--- src/rtl/subtractor_serial_if.sv ---
// Handshake/operand bundle for subtractor_serial.
// The oovf result bit exists only when SUBTRACTOR_SERIAL_OVERFLOW_EN is defined.
interface subtractor_serial_if #(
    parameter int MP_WIDTH = 4
);
    logic                istart;
    logic [MP_WIDTH-1:0] ia;
    logic [MP_WIDTH-1:0] ib;
    logic                ibin;
    logic [MP_WIDTH-1:0] odiff;
    logic                obout;
    logic                obusy;
    logic                odone;
`ifdef SUBTRACTOR_SERIAL_OVERFLOW_EN
    logic                oovf;

    modport master (
        output istart, ia, ib, ibin,
        input  odiff, obout, obusy, odone, oovf
    );

    modport slave (
        input  istart, ia, ib, ibin,
        output odiff, obout, obusy, odone, oovf
    );
`else
    modport master (
        output istart, ia, ib, ibin,
        input  odiff, obout, obusy, odone
    );

    modport slave (
        input  istart, ia, ib, ibin,
        output odiff, obout, obusy, odone
    );
`endif
endinterface

--- src/rtl/subtractor_serial.sv ---
// Digit-serial unsigned subtractor: {obout, odiff} = ia - ib - ibin,
// MP_DIGIT bits per cycle, LSB first, behind a start/busy/done handshake.
// Optional signed-overflow output oovf: define SUBTRACTOR_SERIAL_OVERFLOW_EN.
module subtractor_serial #(
    parameter int MP_WIDTH = 4,
    parameter int MP_DIGIT = 1
) (
    input  logic                iclk,
    input  logic                irstn,
    subtractor_serial_if.slave  bus
);
    localparam int K  = MP_WIDTH / MP_DIGIT;
    localparam int CW = (K > 1) ? $clog2(K) : 1;

    typedef enum logic [1:0] {
        ST_IDLE,
        ST_RUN,
        ST_DONE
    } state_t;

    state_t              state_q, state_d;
    logic [MP_WIDTH-1:0] a_q, a_d;
    logic [MP_WIDTH-1:0] b_q, b_d;
    logic [MP_WIDTH-1:0] res_q, res_d;
    logic [MP_WIDTH-1:0] diff_q, diff_d;
    logic                borrow_q, borrow_d;
    logic                bout_q, bout_d;
    logic [CW-1:0]       cnt_q, cnt_d;
`ifdef SUBTRACTOR_SERIAL_OVERFLOW_EN
    logic                sa_q, sa_d;
    logic                sb_q, sb_d;
    logic                ovf_q, ovf_d;
`endif

    logic                accept;
    logic                last_digit;
    logic [MP_DIGIT:0]   digit;
    logic [MP_WIDTH-1:0] res_next;

    assign accept     = bus.istart && (state_q != ST_RUN);
    assign last_digit = (cnt_q == CW'(K - 1));

    // Current digit a - b - borrow; the top bit is the outgoing digit borrow
    always_comb begin
        digit = {1'b0, a_q[MP_DIGIT-1:0]} - {1'b0, b_q[MP_DIGIT-1:0]}
              - {{MP_DIGIT{1'b0}}, borrow_q};
        // Result digits enter from the MSB side; after K shifts the LSB digit sits at bit 0
        res_next = res_q >> MP_DIGIT;
        res_next[MP_WIDTH-1 -: MP_DIGIT] = digit[MP_DIGIT-1:0];
    end

    // State register
    always_ff @(posedge iclk) begin
        if (!irstn) state_q <= ST_IDLE;
        else        state_q <= state_d;
    end

    // Next-state logic
    always_comb begin
        state_d = state_q;
        case (state_q)
            ST_IDLE: if (bus.istart) state_d = ST_RUN;
            ST_RUN:  if (last_digit) state_d = ST_DONE;
            ST_DONE: state_d = bus.istart ? ST_RUN : ST_IDLE;
            default: state_d = ST_IDLE;
        endcase
    end

    // Handshake outputs decoded from state
    always_comb begin
        bus.obusy = (state_q == ST_RUN);
        bus.odone = (state_q == ST_DONE);
    end

    // Datapath next values: capture on accept, shift one digit per RUN cycle
    always_comb begin
        a_d      = a_q;
        b_d      = b_q;
        res_d    = res_q;
        diff_d   = diff_q;
        borrow_d = borrow_q;
        bout_d   = bout_q;
        cnt_d    = cnt_q;
`ifdef SUBTRACTOR_SERIAL_OVERFLOW_EN
        sa_d     = sa_q;
        sb_d     = sb_q;
        ovf_d    = ovf_q;
`endif
        if (accept) begin
            a_d      = bus.ia;
            b_d      = bus.ib;
            borrow_d = bus.ibin;
            cnt_d    = '0;
`ifdef SUBTRACTOR_SERIAL_OVERFLOW_EN
            sa_d     = bus.ia[MP_WIDTH-1];
            sb_d     = bus.ib[MP_WIDTH-1];
`endif
        end else if (state_q == ST_RUN) begin
            a_d      = a_q >> MP_DIGIT;
            b_d      = b_q >> MP_DIGIT;
            res_d    = res_next;
            borrow_d = digit[MP_DIGIT];
            cnt_d    = cnt_q + CW'(1);
            if (last_digit) begin
                diff_d = res_next;
                bout_d = digit[MP_DIGIT];
`ifdef SUBTRACTOR_SERIAL_OVERFLOW_EN
                // Overflow only when operand signs differ and the result sign leaves the minuend's
                ovf_d  = (sa_q ^ sb_q) & (res_next[MP_WIDTH-1] ^ sa_q);
`endif
            end
        end
    end

    // Datapath registers, all cleared by reset
    always_ff @(posedge iclk) begin
        if (!irstn) begin
            a_q      <= '0;
            b_q      <= '0;
            res_q    <= '0;
            diff_q   <= '0;
            borrow_q <= 1'b0;
            bout_q   <= 1'b0;
            cnt_q    <= '0;
`ifdef SUBTRACTOR_SERIAL_OVERFLOW_EN
            sa_q     <= 1'b0;
            sb_q     <= 1'b0;
            ovf_q    <= 1'b0;
`endif
        end else begin
            a_q      <= a_d;
            b_q      <= b_d;
            res_q    <= res_d;
            diff_q   <= diff_d;
            borrow_q <= borrow_d;
            bout_q   <= bout_d;
            cnt_q    <= cnt_d;
`ifdef SUBTRACTOR_SERIAL_OVERFLOW_EN
            sa_q     <= sa_d;
            sb_q     <= sb_d;
            ovf_q    <= ovf_d;
`endif
        end
    end

    assign bus.odiff = diff_q;
    assign bus.obout = bout_q;
`ifdef SUBTRACTOR_SERIAL_OVERFLOW_EN
    assign bus.oovf  = ovf_q;
`endif

endmodule

--- src/flat_wrapper.sv ---
// flat-port wrapper written by rule: the top's interface ports become plain ports
module subtractor_serial_flat 
#(
    parameter int MP_WIDTH = 4,
    parameter int MP_DIGIT = 1
)
  (iclk, irstn, bus_istart, bus_ia, bus_ib, bus_ibin, bus_odiff, bus_obout, bus_obusy, bus_odone);
  subtractor_serial_if #(.MP_WIDTH(MP_WIDTH)) bus_i ();
  input  logic iclk;
  input  logic irstn;
  input wire logic [$bits(bus_i.istart)-1:0] bus_istart;
  input wire logic [$bits(bus_i.ia)-1:0] bus_ia;
  input wire logic [$bits(bus_i.ib)-1:0] bus_ib;
  input wire logic [$bits(bus_i.ibin)-1:0] bus_ibin;
  output wire logic [$bits(bus_i.odiff)-1:0] bus_odiff;
  output wire logic [$bits(bus_i.obout)-1:0] bus_obout;
  output wire logic [$bits(bus_i.obusy)-1:0] bus_obusy;
  output wire logic [$bits(bus_i.odone)-1:0] bus_odone;
  assign bus_i.istart = bus_istart;
  assign bus_i.ia = bus_ia;
  assign bus_i.ib = bus_ib;
  assign bus_i.ibin = bus_ibin;
  assign bus_odiff = bus_i.odiff;
  assign bus_obout = bus_i.obout;
  assign bus_obusy = bus_i.obusy;
  assign bus_odone = bus_i.odone;
  subtractor_serial #(.MP_WIDTH(MP_WIDTH), .MP_DIGIT(MP_DIGIT)) u_core (.iclk(iclk), .irstn(irstn), .bus(bus_i));
endmodule
--- config.mk ---
export PLATFORM = sky130hd
export DESIGN_NAME = subtractor_serial_flat
export DESIGN_NICKNAME = d
export VERILOG_FILES = /design/src/rtl/subtractor_serial_if.sv /design/src/rtl/subtractor_serial.sv /design/src/flat_wrapper.sv
export SDC_FILE = /design/constraint.sdc
export NUM_CORES = 1
export LEC_CHECK = 0
export CAP_MARGIN = 10
export CORE_UTILIZATION = 45
export DETAILED_ROUTE_END_ITERATION = 16
export PLACE_DENSITY_LB_ADDON = 0.1
export RECOVER_POWER = 100
export REMOVE_ABC_BUFFERS = 1
export SETUP_SLACK_MARGIN = 0.15
export SYNTH_ARGS = -nofsm -noshare
export SYNTH_HDL_FRONTEND = slang
export SYNTH_SLANG_ARGS = --single-unit
--- constraint.sdc ---
create_clock -name iclk -period 1.4 [get_ports iclk]
set_input_delay 0.28 -clock iclk [delete_from_list [all_inputs] [get_ports iclk]]
set_output_delay 0.28 -clock iclk [all_outputs]
set_load 0.01 [all_outputs]
==> results of run 1 <==
-- how the worst max path moves through the flow --
stage | end | slack (ps) | cells past startpoint
6_report | bus_odone | 80 | 2
5_1_grt | bus_obusy | 30 | 3
4_1_cts | bus_odone | 80 | 2
3_5_place_dp | bus_odone | 40 | 2
3_3_place_gp | bus_odone | 60 | 2
2_1_floorplan | u_core.bus.odiff[3] | 270 | 4
-- timing repair --
item | 4_1_cts | 5_1_grt
resized for setup | 18 | 4
hold endpoints to repair | 0 | 0
setup endpoints to repair | 8 | 5
-- report_power, final --
part	switching [mW]	total, mW	leakage, nW	internal (mW)
sequential	0.0192	0.649	0.172	0.630
clock	0.192	0.299	0.0177	0.107
combinational	0.0768	0.156	0.280	0.0793
total	0.288	1.10	0.470	0.816
-- kinds of logic (layout without fill, tap and decap cells) --
| group | Yosys count | after routing | synth area share |
|---|---|---|---|
| simple gates | 33 | 33 | 0.1796 |
| compound gates | 32 | 32 | 0.2093 |
| flops | 21 | 21 | 0.4752 |
| buf+inv | 9 | 29 | 0.07637 |
| fa+ha+maj | 2 | 2 | 0.03677 |
| mux | 2 | 2 | 0.02263 |
-- layout by cell type, fill, tap and decap left out, types with 2 or more instances in the layout --
cell type,count
o211a_1,2
dfxtp_1,20
o21ai_0,10
a21oi_1,14
clkbuf_2,3
clkbuf_4,3
nand2_1,19
mux2i_1,2
clkdlybuf4s25_1,2
dlygate4sd2_1,3
clkdlybuf4s50_1,11
nor2_1,3
a21boi_0,3
nand3_1,5
-- per-stage QoR --
stage,utilization,power (mW),instances,hold WS (ps),setup slack [ps]
after floorplan,-,0.7435,93,397.5,272.2
after global placement,0.6084,0.8267,140,435.8,59.12
after detailed placement,0.6084,0.8305,140,441.4,40.87
after CTS,0.6239,1.121,144,456.5,78.17
after global routing,0.6112,1.157,144,484.9,33.37
final,0.6112,1.105,144,454.5,79.96
-- worst reg2reg max path, stage by stage, from the launching register on --
cell      delay (ps)
dfxtp_1          340
nand2b_1         190
clkbuf_2         240
and3_1           230
o21a_1           170
-- final cells by class --
cell class / instances / area (um2) / share of cell area
flip-flops and latches: 21 / 421.7 / 0.3869
multi-input cells: 69 / 385.4 / 0.3536
repair buffers: 22 / 210.2 / 0.1929
well taps: 25 / 31.28 / 0.02870
clock buffers: 3 / 22.52 / 0.02067
inverters: 3 / 13.76 / 0.01263
clock inverters: 1 / 5.005 / 0.004592
-- flip-flops by register name, indices dropped and copies added (netlist names) --
register	cells
u_core.bus.obout	1
u_core.borrow_q	1
u_core.b_q	4
u_core.bus.odiff	4
u_core.cnt_q	2
u_core.a_q	4
u_core.state_q	2
u_core.res_q	3
-- layer usage --
metal	GRT usage	wire (um)	up-vias
met1	0.2297	801	326
met3	0.05882	76	2
li1	-	-	378
met2	0.2611	671	16
met5	0	0	-
met4	0.05882	15	0
==> flow_summary.ini, run 1 <==
[run_status]
status = finished clean

[sta]
rsz0062_at_grt = true
setup_violations = 0
max_freq_mhz = 757.6
tightest_slew_ps = 320.0
slew_headroom = 0.7867
fin_crit_sh = 0.9429
finClkSkew_ps = 7.832
tns_ps = 0
min_period_ps = 1320
finalHoldViolations = 0
maxSlewViolCount = 0

[critical_path]
cp-end-kind = output port
start_kind = flop
crit_chain = and2b_2 -> buf_6
cp_max_fo = 4
r2r_start = u_core.state_q[1]
rrSetupSlack_ps = 140
critical_path.slowest_cell = dfxtp_1
cp.buffers_inverters = 1
worstRegToRegCells = 4
r2r_end = u_core.cnt_q[0]
cp.required_ps = 1120
critPathKind = flop to output port
startpoint = u_core.state_q[0]
crit_family = flip-flops
slowest_delay_ps = 380
arrival_ps = 1040

[clock_tree]
cts_tree = built
cts_root_buf = clkbuf_4
clock_tree.buffer_depth = 2
post-cts-setup-buffers = 0
ctsHoldBuffers = 0
clkSlewWorstSetupHoldPaths_ps = 120
cts_buffers = 3
clock_latency_ps = 310
cts-htree-levels = 1
cts_sinks = 21

[synthesis]
synth_seq_cells = 21
yosysWarningCount = 0
synthCells = 99
synth-main-ff-cell = dfxtp_1
yosys.area.top_type = dfxtp_1
syn-cell-area_um2 = 884.6
synth_area_leaders = dfxtp_1 48%, nand2_1 8.1%, a21oi_1 7.4%
synth_edf_count = 0
syn_avg_cell_area_um2 = 8.935
synth_common_cells = 21 x dfxtp_1, 19 x nand2_1, 13 x a21oi_1
synthMostInstantiatedCell = dfxtp_1
synth_cell_type_count = 28
synth_seq_area_share = 0.4752
synth_top_area_frac = 0.4752
async_flop_share = 0

[floorplan]
die_x_um = 46.34
initial_core_util = 0.4961
dieArea_um2 = 2147
fp.dieH_um = 46.34
num_rows = 15
core_um2 = 1783
io_pins = 19

[pwr]
irDropWorstVdd_mv = 0.7904
power_leakage_nw = 0.4697
p_per_area_nw_per_um2 = 1014

[hold_path]
hp-class = flop to flop
hold_depth = 2
whs_endpoint = u_core.bus.odiff[1]
worstHoldStart = u_core.bus.odiff[1]

[run]
cap_violations = 0

[global_routing]
grt_pass1_vias = 628
antenna_found_initial = 0
grt_max_degree = 25
gr-total-overflow = 0
grt_pass1_wl_um = 2677
grt_usage = 0.1737

[finish]
area_growth_pct = 23.20
fin_nets = 134
fin_area_um2 = 1090
drive_above_1_share = 0.1261
fillers = 169
diodes = 0

[placement]
io_buffers = 18
place_area_um2 = 1085
dp_hpwl_um = 1091
gp_congestion = 0.6989

[detailed_routing]
route.detailed.drc = 0
drtPass1Iterations = 4
routed_wl_um = 1564
wire_per_inst_um = 10.86
drtIter0Drc = 9
routed_via_density = 5.014
vias = 722
ant_nets = 0
(Power assumes the default switching activity.)
==> inputs of run 2 (changes only) <==
CORE_UTILIZATION = 48   (was 45)
==> flow_summary.ini, run 2 (synthesis results as in run 1) <==
[pwr]
p_per_area_nw_per_um2 = 994.8
totalPowerFinal_mw = 1.093
irDropWorstVdd_mv = 0.5442
power_leakage_nw = 0.4723

[floorplan]
num_rows = 15
io_pins = 19
core_um2 = 1727
dieArea_um2 = 2019
die_x_um = 44.93
fp.dieH_um = 44.93
initial_core_util = 0.5123

[sta]
maxSlewViolCount = 0
finClkSkew_ps = 3.215
max_freq_mhz = 769.9
finalHoldViolations = 0
min_period_ps = 1299
slew_headroom = 0.7769
rsz0062_at_grt = true
tns_ps = 0
hold_ws_ps = 453.7
tightest_slew_ps = 334.6
setup_violations = 0
fin_crit_sh = 0.9278

[placement]
dp_hpwl_um = 1065
place_area_um2 = 1085
gp_congestion = 0.7035
io_buffers = 18

[critical_path]
r2r_start = u_core.state_q[1]
critical_path.slowest_cell = dfxtp_1
crit_chain = and2b_2 -> buf_6
slowest_delay_ps = 380
arrival_ps = 1020
cp.buffers_inverters = 1
cp-end-kind = output port
r2r_end = u_core.cnt_q[0]
cp.required_ps = 1120
rrSetupSlack_ps = 140
cp_max_fo = 4
worstRegToRegCells = 4
critPathKind = flop to output port
start_kind = flop
crit_family = flip-flops

[finish]
utilization = 0.6362
fin_area_um2 = 1099
final_cell_mix = 21 x dfxtp_1, 19 x nand2_1, 13 x a21oi_1, 11 x clkdlybuf4s50_1, 10 x o21ai_0
diodes = 0
fin_nets = 134
area_growth_pct = 24.19
drive_above_1_share = 0.1261
final_common_cell = dfxtp_1

[clock_tree]
post-cts-setup-buffers = 0
clock_tree.buffer_depth = 2
clkSlewWorstSetupHoldPaths_ps = 110
cts_buffers = 3
ctsHoldBuffers = 0
cts_sinks = 21
cts-htree-levels = 1
clock_latency_ps = 300
cts_tree = built
cts_root_buf = clkbuf_4

[hold_path]
hp-class = flop to flop
whs_endpoint = u_core.bus.odiff[2]
worstHoldStart = u_core.bus.odiff[2]
hold_depth = 2

[detailed_routing]
ant_nets = 0
drtIter0Drc = 7
drtPass1Iterations = 4
routed_via_density = 4.979
wire_per_inst_um = 10.67
routed_wl_um = 1536
route.detailed.drc = 0
vias = 717

[global_routing]
antenna_found_initial = 0
grt_pass1_wl_um = 2484
grt_pass1_vias = 592
grt_max_degree = 25
grt_usage = 0.1688
gr-total-overflow = 0

[run]
cap_violations = 0

[run_status]
status = finished clean
## run 2: cell count changes in the layout (fill, tap and decap cells not counted)
| cell | change |
|---|---|
| clkbuf_2 | -1 |
| dfxtp_2 | -1 |
| and2_0 | -1 |
| buf_6 | +1 |
| dfxtp_1 | +1 |
| a21oi_1 | -1 |
| a21oi_2 | +1 |
| and2_1 | +1 |
## run 2: per-stage QoR
step	setup WS [ps]	instances
2_1_floorplan	272.2	93
3_3_place_gp	59.69	140
3_5_place_dp	47.46	140
6_report	101.1	144
5_1_grt	43.61	144
4_1_cts	89.70	144
## run 2: cell type report
class / instances / area [um2]
Fill cell: 159 / 628.1
Sequential cell: 21 / 420.4
Multi-Input combinational cell: 69 / 389.1
Timing Repair Buffer: 22 / 216.5
Tap cell: 25 / 31.28
Clock buffer: 3 / 22.52
Inverter: 3 / 13.76
Clock inverter: 1 / 5.005
## run 2: repair_timing
item                                    in CTS  in global routing
endpoints found under the setup margin       8                  4
hold endpoints to repair                     0                  0
gates resized for setup                     17                  4
## run 2: layer usage
layer / GRT usage / wire, um
met4: 0.1091 / 42
met3: 0.02400 / 75
met2: 0.2464 / 657
met5: 0 / 0
met1: 0.2313 / 760
## run 2: worst max-delay path by stage
stage | startpoint | endpoint | slack, ps | depth (start not counted)
floorplan | u_core.a_q[0] | u_core.bus.odiff[3] | 270 | 4
global placement | u_core.state_q[0] | bus_odone | 60 | 2
detailed placement | u_core.state_q[0] | bus_odone | 50 | 2
CTS | u_core.state_q[0] | bus_odone | 90 | 2
global route | u_core.state_q[0] | bus_odone | 40 | 2
finish | u_core.state_q[0] | bus_odone | 100 | 2
## run 2: report_power, final
part	internal [mW]	switching (mW)
clock network	0.106	0.177
logic	0.0829	0.0783
registers	0.629	0.0188
## run 2: worst reg2reg max path, cell delays in order, from the launching register on
cell      delay (ps)
dfxtp_1          340
nand2b_1         200
clkbuf_2         240
and3_1           230
o21a_1           170
